**src/rtl/sn_pack_pkg.sv**
```systemverilog
// sn_pack_pkg -- shared types and width helpers for the snooper-to-P3 packing
// adapter.
//   state_t        : handshake/flush FSM states (S_RUN, S_FLUSH, S_DONE)
//   lane_bits      : address bits that select a narrow lane inside a wide word
//   lane_idx_width : width of a lane-index signal (never narrower than 1 bit)
//   data_width     : width of the packed P3 word
package sn_pack_pkg;

  typedef enum logic [1:0] {
    S_RUN   = 2'd0,
    S_FLUSH = 2'd1,
    S_DONE  = 2'd2
  } state_t;

  function automatic int lane_bits(input int ratio);
    return (ratio > 1) ? $clog2(ratio) : 0;
  endfunction

  // With RATIO=1 there are no lane bits, but a lane index still needs a
  // legal 1-bit carrier that is tied to zero.
  function automatic int lane_idx_width(input int ratio);
    return (ratio > 1) ? $clog2(ratio) : 1;
  endfunction

  function automatic int data_width(input int sn_dw, input int ratio);
    return sn_dw * ratio;
  endfunction

endpackage

```
**src/rtl/sn_pack_lane_buf.sv**
```systemverilog
// sn_pack_lane_buf -- holding register for one partially assembled wide word.
// Keeps the lane data, a per-lane written mask, the wide-address tag and the
// running byte count, and exposes the "buffer with the incoming lane merged
// in" view so the owner can emit a word in the same cycle its last lane
// arrives.
// Ports:
//   clk, rst        clock, asynchronous active-high reset
//   wr_lane/wr_tag  lane index and wide address of the incoming narrow word
//   wr_word/wr_inc  incoming narrow data and its valid-byte count
//   merge_en        merge the incoming word into the held word
//   fresh_en        discard held contents and start over with the incoming word
//   clear_en        empty the buffer (ignored when fresh_en is set)
//   held_*          current buffer contents
//   merged_data/acc held contents with the incoming word merged in
module sn_pack_lane_buf
  import sn_pack_pkg::*;
#(
  parameter int SN_ADDR_WIDTH = 10,
  parameter int SN_DATA_WIDTH = 32,
  parameter int RATIO         = 2,
  localparam int LANE_BITS  = lane_bits(RATIO),
  localparam int LANE_W     = lane_idx_width(RATIO),
  localparam int TAG_WIDTH  = SN_ADDR_WIDTH - LANE_BITS,
  localparam int DATA_WIDTH = data_width(SN_DATA_WIDTH, RATIO)
) (
  input  logic                     clk,
  input  logic                     rst,
  input  logic [LANE_W-1:0]        wr_lane,
  input  logic [TAG_WIDTH-1:0]     wr_tag,
  input  logic [SN_DATA_WIDTH-1:0] wr_word,
  input  logic [7:0]               wr_inc,
  input  logic                     merge_en,
  input  logic                     fresh_en,
  input  logic                     clear_en,
  output logic [DATA_WIDTH-1:0]    held_data,
  output logic [RATIO-1:0]         held_mask,
  output logic [TAG_WIDTH-1:0]     held_tag,
  output logic [7:0]               held_acc,
  output logic [DATA_WIDTH-1:0]    merged_data,
  output logic [7:0]               merged_acc
);

  logic [DATA_WIDTH-1:0] data_reg;
  logic [RATIO-1:0]      mask_reg;
  logic [TAG_WIDTH-1:0]  tag_reg;
  logic [7:0]            acc_reg;

  logic [RATIO-1:0]      lane_hit;
  logic [DATA_WIDTH-1:0] fresh_data;

  // Per-lane steering avoids a variable part-select on the wide register.
  for (genvar gi = 0; gi < RATIO; gi++) begin : g_lane
    assign lane_hit[gi] = (wr_lane == LANE_W'(gi));
    assign merged_data[gi*SN_DATA_WIDTH +: SN_DATA_WIDTH] =
      lane_hit[gi] ? wr_word : data_reg[gi*SN_DATA_WIDTH +: SN_DATA_WIDTH];
    // A fresh word starts from all-zero lanes so unwritten lanes read as 0.
    assign fresh_data[gi*SN_DATA_WIDTH +: SN_DATA_WIDTH] =
      lane_hit[gi] ? wr_word : '0;
  end

  // Rewrites of a lane add their bytes again; the count wraps at 8 bits.
  assign merged_acc = acc_reg + wr_inc;

  always_ff @(posedge clk or posedge rst) begin
    if (rst) begin
      data_reg <= '0;
      mask_reg <= '0;
      tag_reg  <= '0;
      acc_reg  <= '0;
    end else if (fresh_en) begin
      data_reg <= fresh_data;
      mask_reg <= lane_hit;
      tag_reg  <= wr_tag;
      acc_reg  <= wr_inc;
    end else if (clear_en) begin
      data_reg <= '0;
      mask_reg <= '0;
      acc_reg  <= '0;
    end else if (merge_en) begin
      data_reg <= merged_data;
      mask_reg <= mask_reg | lane_hit;
      tag_reg  <= wr_tag;
      acc_reg  <= merged_acc;
    end
  end

  assign held_data = data_reg;
  assign held_mask = mask_reg;
  assign held_tag  = tag_reg;
  assign held_acc  = acc_reg;

endmodule

```
**src/rtl/sn_pack_adapter.sv**
```systemverilog
// sn_pack_adapter -- packs RATIO consecutive narrow snooper writes into one
// wide P3 ping/pang buffer write, accumulating byte counts, flushing any
// partial word before forwarding packet-done, and running the
// done/done_ack handshake. The rdy path passes straight through.
// Optional build macro: SN_PACK_WR_BE_EN adds the wr_be byte-enable output.
// Ports:
//   clk, rst                   clock, asynchronous active-high reset
//   sn_addr/sn_wr_data/sn_wr_en/sn_byte_inc  narrow write from the snooper
//   sn_done/sn_done_vld        packet done from the snooper
//   sn_done_ack                done accepted (same cycle as done_ack)
//   rdy_for_sn/_vld, rdy_ack   rdy path pass-through
//   addr/wr_en/wr_data/byte_inc  wide P3 write (registered)
//   wr_be                      byte enables of written lanes (optional)
//   done/done_vld/done_ack     done handshake towards P3
//   proto_err                  sticky: snooper wrote outside S_RUN
//   rdy/rdy_vld                P3 ready
module sn_pack_adapter
  import sn_pack_pkg::*;
#(
  parameter int SN_ADDR_WIDTH = 10,
  parameter int SN_DATA_WIDTH = 32,
  parameter int RATIO         = 2,
  localparam int LANE_BITS     = lane_bits(RATIO),
  localparam int LANE_W        = lane_idx_width(RATIO),
  localparam int TAG_WIDTH     = SN_ADDR_WIDTH - LANE_BITS,
  localparam int DATA_WIDTH    = data_width(SN_DATA_WIDTH, RATIO),
  localparam int P3_ADDR_WIDTH = SN_ADDR_WIDTH - LANE_BITS + 1
) (
  input  logic                     clk,
  input  logic                     rst,
  input  logic [SN_ADDR_WIDTH-1:0] sn_addr,
  input  logic [SN_DATA_WIDTH-1:0] sn_wr_data,
  input  logic                     sn_wr_en,
  input  logic [7:0]               sn_byte_inc,
  input  logic                     sn_done,
  input  logic                     sn_done_vld,
  input  logic                     rdy_for_sn_ack,
  output logic                     sn_done_ack,
  output logic                     rdy_for_sn,
  output logic                     rdy_for_sn_vld,
  output logic [P3_ADDR_WIDTH-1:0] addr,
  output logic                     wr_en,
  output logic [DATA_WIDTH-1:0]    wr_data,
`ifdef SN_PACK_WR_BE_EN
  output logic [DATA_WIDTH/8-1:0]  wr_be,
`endif
  output logic [7:0]               byte_inc,
  output logic                     done,
  output logic                     done_vld,
  output logic                     rdy_ack,
  output logic                     proto_err,
  input  logic                     done_ack,
  input  logic                     rdy,
  input  logic                     rdy_vld
);

  state_t state_reg, state_next;

  logic [LANE_W-1:0]    lane;
  logic [TAG_WIDTH-1:0] tag;

  logic [DATA_WIDTH-1:0] held_data, merged_data;
  logic [RATIO-1:0]      held_mask;
  logic [TAG_WIDTH-1:0]  held_tag;
  logic [7:0]            held_acc, merged_acc;

  logic merge_en, fresh_en, clear_en;
  logic emit, emit_merged, latch_done;
  logic pending, tag_miss, last_lane;

  logic [DATA_WIDTH-1:0]    wr_data_reg;
  logic [P3_ADDR_WIDTH-1:0] addr_reg;
  logic [7:0]               byte_inc_reg;
  logic                     wr_en_reg, done_reg, done_vld_reg, proto_err_reg;

  if (RATIO == 1) begin : g_single
    assign lane = '0;
    assign tag  = sn_addr;
  end else begin : g_multi
    assign lane = sn_addr[LANE_BITS-1:0];
    assign tag  = sn_addr[SN_ADDR_WIDTH-1:LANE_BITS];
  end

  sn_pack_lane_buf #(
    .SN_ADDR_WIDTH(SN_ADDR_WIDTH),
    .SN_DATA_WIDTH(SN_DATA_WIDTH),
    .RATIO        (RATIO)
  ) u_lane_buf (
    .clk        (clk),
    .rst        (rst),
    .wr_lane    (lane),
    .wr_tag     (tag),
    .wr_word    (sn_wr_data),
    .wr_inc     (sn_byte_inc),
    .merge_en   (merge_en),
    .fresh_en   (fresh_en),
    .clear_en   (clear_en),
    .held_data  (held_data),
    .held_mask  (held_mask),
    .held_tag   (held_tag),
    .held_acc   (held_acc),
    .merged_data(merged_data),
    .merged_acc (merged_acc)
  );

  // The top lane of a held word is only ever set by a fresh load after an
  // eviction (a merged last-lane write emits immediately), so it marks a
  // complete word still waiting for its own emit slot.
  assign pending   = held_mask[RATIO-1];
  assign tag_miss  = (|held_mask) && (tag != held_tag);
  assign last_lane = (lane == LANE_W'(RATIO-1));

  always_comb begin
    state_next  = state_reg;
    merge_en    = 1'b0;
    fresh_en    = 1'b0;
    clear_en    = 1'b0;
    emit        = 1'b0;
    emit_merged = 1'b0;
    latch_done  = 1'b0;
    unique case (state_reg)
      S_RUN: begin
        if (sn_wr_en) begin
          if (pending || tag_miss) begin
            // Held word goes out; incoming word starts a new buffer.
            emit     = 1'b1;
            fresh_en = 1'b1;
          end else if (last_lane) begin
            emit        = 1'b1;
            emit_merged = 1'b1;
            clear_en    = 1'b1;
          end else begin
            merge_en = 1'b1;
          end
        end else if (pending) begin
          emit     = 1'b1;
          clear_en = 1'b1;
        end
        if (sn_done_vld) begin
          latch_done = 1'b1;
          // Decide on the buffer as it will be after this cycle's write.
          if (fresh_en || merge_en || (!clear_en && (|held_mask))) begin
            state_next = S_FLUSH;
          end else begin
            state_next = S_DONE;
          end
        end
      end
      S_FLUSH: begin
        emit       = 1'b1;
        clear_en   = 1'b1;
        state_next = S_DONE;
      end
      S_DONE: begin
        if (done_ack) begin
          state_next = S_RUN;
        end
      end
      default: state_next = S_RUN;
    endcase
  end

  logic [DATA_WIDTH-1:0] emit_data;
  logic [TAG_WIDTH-1:0]  emit_tag;
  logic [7:0]            emit_acc;

  // A merged emit only happens without a tag miss, so the incoming tag is
  // the word's tag even when the buffer was empty.
  assign emit_data = emit_merged ? merged_data : held_data;
  assign emit_tag  = emit_merged ? tag : held_tag;
  assign emit_acc  = emit_merged ? merged_acc : held_acc;

`ifdef SN_PACK_WR_BE_EN
  localparam int LANE_BYTES = SN_DATA_WIDTH / 8;
  logic [RATIO-1:0]        lane_onehot;
  logic [RATIO-1:0]        emit_mask;
  logic [DATA_WIDTH/8-1:0] be_next;
  logic [DATA_WIDTH/8-1:0] wr_be_reg;

  for (genvar gi = 0; gi < RATIO; gi++) begin : g_be
    assign lane_onehot[gi] = (lane == LANE_W'(gi));
    assign be_next[gi*LANE_BYTES +: LANE_BYTES] = {LANE_BYTES{emit_mask[gi]}};
  end
  assign emit_mask = emit_merged ? (held_mask | lane_onehot) : held_mask;

  always_ff @(posedge clk or posedge rst) begin
    if (rst) begin
      wr_be_reg <= '0;
    end else if (emit) begin
      wr_be_reg <= be_next;
    end
  end
  assign wr_be = wr_be_reg;
`endif

  always_ff @(posedge clk or posedge rst) begin
    if (rst) begin
      state_reg     <= S_RUN;
      wr_en_reg     <= 1'b0;
      addr_reg      <= '0;
      wr_data_reg   <= '0;
      byte_inc_reg  <= '0;
      done_reg      <= 1'b0;
      done_vld_reg  <= 1'b0;
      proto_err_reg <= 1'b0;
    end else begin
      state_reg <= state_next;
      wr_en_reg <= emit;
      if (emit) begin
        addr_reg     <= {emit_tag, 1'b0};
        wr_data_reg  <= emit_data;
        byte_inc_reg <= emit_acc;
      end
      if (latch_done) begin
        done_reg <= sn_done;
      end
      done_vld_reg <= (state_next == S_DONE);
      if (sn_wr_en && (state_reg != S_RUN)) begin
        proto_err_reg <= 1'b1;
      end
    end
  end

  assign wr_en     = wr_en_reg;
  assign addr      = addr_reg;
  assign wr_data   = wr_data_reg;
  assign byte_inc  = byte_inc_reg;
  assign done      = done_reg;
  assign done_vld  = done_vld_reg;
  assign proto_err = proto_err_reg;

  assign sn_done_ack    = done_ack && (state_reg == S_DONE);
  assign rdy_for_sn     = rdy;
  assign rdy_for_sn_vld = rdy_vld;
  assign rdy_ack        = rdy_for_sn_ack;

endmodule

```
**config.mk**
```make
export PLATFORM = sky130hd
export DESIGN_NAME = sn_pack_adapter
export DESIGN_NICKNAME = d
export VERILOG_FILES = /design/src/rtl/sn_pack_pkg.sv /design/src/rtl/sn_pack_lane_buf.sv /design/src/rtl/sn_pack_adapter.sv
export SDC_FILE = /design/constraint.sdc
export NUM_CORES = 1
export LEC_CHECK = 0
export CELL_PAD_IN_SITES_DETAIL_PLACEMENT = 0
export CELL_PAD_IN_SITES_GLOBAL_PLACEMENT = 1
export CORE_MARGIN = 5
export CORE_UTILIZATION = 42
export CTS_CLUSTER_DIAMETER = 120
export DETAILED_ROUTE_END_ITERATION = 10
export PLACE_DENSITY = 0.94
export SETUP_SLACK_MARGIN = 0.2
export SKIP_CTS_REPAIR_TIMING = 1
export SLEW_MARGIN = 30
export SYNTH_ARGS = -nofsm -noshare
export SYNTH_HDL_FRONTEND = slang
export SYNTH_SLANG_ARGS = --single-unit
```
**constraint.sdc**
```tcl
create_clock -name clk -period 17.08 [get_ports clk]
set_input_delay 2.562 -clock clk [delete_from_list [all_inputs] [get_ports clk]]
set_output_delay 2.562 -clock clk [all_outputs]
set_load 0.01 [all_outputs]
```
==> impl_metrics.toml <==
[yosys]
synthesis.nets = 749
ys_seq_elements = 170
synth.largest_area_cell = "dfrtp_1"
synth_area_um2 = 7120
ys_async_sr_fraction_pct = 100
synth_top_area_share_pct = 59.7
synth.distinct_cells = 46
ys_warn_count = 0
synth_edf_count = 0
syn_inst = 682
postSynthAreaPerCell_um2 = 10.4
synth-main-ff-cell = "dfrtp_1"
ys_seq_area_share_pct = 59.7
synth_top_cells_by_area = "dfrtp_1 60%, a22o_1 7.9%, nand2_1 7.7%"

[sta]
fin_setup_tns_ns = 0
rsz0062_at_grt = "no"
setup_violations = 0
finalCritPeriodShare_pct = 36.7
holdWs_ns = 0.471
max_slew_margin_pct = 47.6
maxSlewViolCount = 0
tightest_slew_ns = 0.786
finClkSkew_ns = 0.00877
fin_ws_ns = 10.81
finalHoldViolCount = 0
fmax_mhz = 160
min_period_ns = 6.27

[pwr]
p_per_area_nw_per_um2 = 191
p_total_mw = 1.77
peakVddDrop_mv = 0.105
leakage_nw = 4.23

[worst_hold_path]
whs_path_depth = 2
min_from = "wr_data[2]$_DFFE_PP0P_"
hold_end = "wr_data[2]$_DFFE_PP0P_"
hp-class = "register to register"

[detailed_routing]
vias_per_cell = 5.30
wl_per_cell_um = 17.1
wl_met1_um = 8100
route.met2.wl_um = 8470
firstDrtPassIters = 6
wl_met3_um = 1090
postRouteAntennaNets = 0
drc_errors = 0
via_count = 5479
highest_layer = "met4"
wirelength_um = 17700
drt_iter0_markers = 336

[clock_network]
htreeDepth = 4
cts.sinks = 170
clk_latency_ns = 0.41
root_buffer = "clkbuf_16"
cts_made_buffers = 17
cts_tree = "done"
path_clk_slew_ns = 0.06
clock_path_buffers = 2

[finish]
drive_gt1_share_pct = 7.37
syn_to_final_growth_pct = 30.0
mostFrequentLayoutCell = "dfrtp_1"
nNetsFinal = 869
final_cell_mix = "170 x dfrtp_1, 147 x nand2_1, 141 x clkdlybuf4s50_1"
final_core_util_pct = 55.7
final_area_um2 = 9260
final_cells = 1034
antenna_cells = 0
final.fill_count = 1482

[status]
outcome = "finished, final reports clean"

[critical_path]
end_kind = "output pin"
r2r_slack_ns = 13.82
cp.arrival_ns = 3.70
cp_max_fo = 2
critPathRequiredTime_ns = 14.52
r2r_start = "state_reg[1]$_DFF_PP0_"
r2r.worst_path.cells = 8
r2r_end = "byte_inc[6]$_DFFE_PP0P_"
crit_type = "input pin to output pin"
cp-start-kind = "input pin"

[global_routing]
grt_start_max_net_pins = 115
grt_pass1_wl_um = 30500
overflow = 0
antenna_found_initial = 0
grt_pass1_vias = 5693
grt.total_usage_pct = 19.0

[floorplan]
ios = 149
die_x_um = 140
dieHeight_um = 140
die_area_um2 = 19700
row_count = 47
core_region_area_um2 = 16600
start_util_pct = 42.8

[placement]
gp_congestion = 0.762
port_buffers = 141
pre_cts_ws_ns = 10.81
hpwl_um = 11100
postPlaceCellArea_um2 = 8660
dpl.cell_count = 1002

[job]
drv_cap = 0
-- how the worst max path moves through the flow --
stage / startpoint / endpoint / slack (ns)
2_1_floorplan: rst / addr[1]$_DFFE_PP0P_ / 9.91
3_3_place_gp: done_ack / sn_done_ack / 10.81
3_5_place_dp: done_ack / sn_done_ack / 10.81
4_1_cts: done_ack / sn_done_ack / 10.81
5_1_grt: done_ack / sn_done_ack / 10.78
6_report: done_ack / sn_done_ack / 10.81
-- cells by family (layout without fill, tap and decap cells) --
kind of cell / Yosys count / in the layout / share of synthesized area, %
xor+xnor: 14 / 14 / 1.72
mux: 10 / 10 / 1.58
other cells: 1 / 1 / 0.0526
flops: 170 / 170 / 59.7
fa+ha+maj: 8 / 8 / 1.51
buf+inv: 54 / 186 / 3.88
compound gates: 200 / 200 / 18.7
simple gates: 225 / 225 / 12.9
-- Yosys cell counts, types with 3 or more instances --
library cell / n
nor2_1: 55
xor2_1: 12
clkbuf_1: 20
ha_1: 7
a21oi_1: 97
mux2_2: 10
a22o_1: 64
a22oi_1: 4
o21ai_0: 11
buf_4: 11
a222oi_1: 3
buf_2: 14
inv_1: 6
nor3_1: 3
nand2_1: 147
dfrtp_1: 170
or3_1: 5
a21o_1: 6
-- critical path, cell delays in order --
cell             delay, ns
clkdlybuf4s50_1       0.46
and3b_1               0.15
clkdlybuf4s50_1       0.53
-- area by class of cell --
class / count / area (um2) / share of cell area, %
clock buffer: 22 / 474 / 5.12
clock inverter: 9 / 113 / 1.22
multi-input combinational: 458 / 2620 / 28.3
sequential: 170 / 4250 / 45.9
timing repair buffer: 148 / 1490 / 16.1
inverter: 7 / 33.8 / 0.365
tap: 220 / 275 / 2.97
-- per-layer routing --
metal	up-vias	global-route usage, %
met5	-	0
met4	0	4.18
met3	6	4.36
met2	164	30.0
met1	2716	26.8
li1	2593	-
-- where the power goes --
group,switching [mW],internal [mW]
logic,0.355,0.345
clock network,0.157,0.228
registers,0.109,0.578
Note: power is estimated with default switching activity, not from simulation.
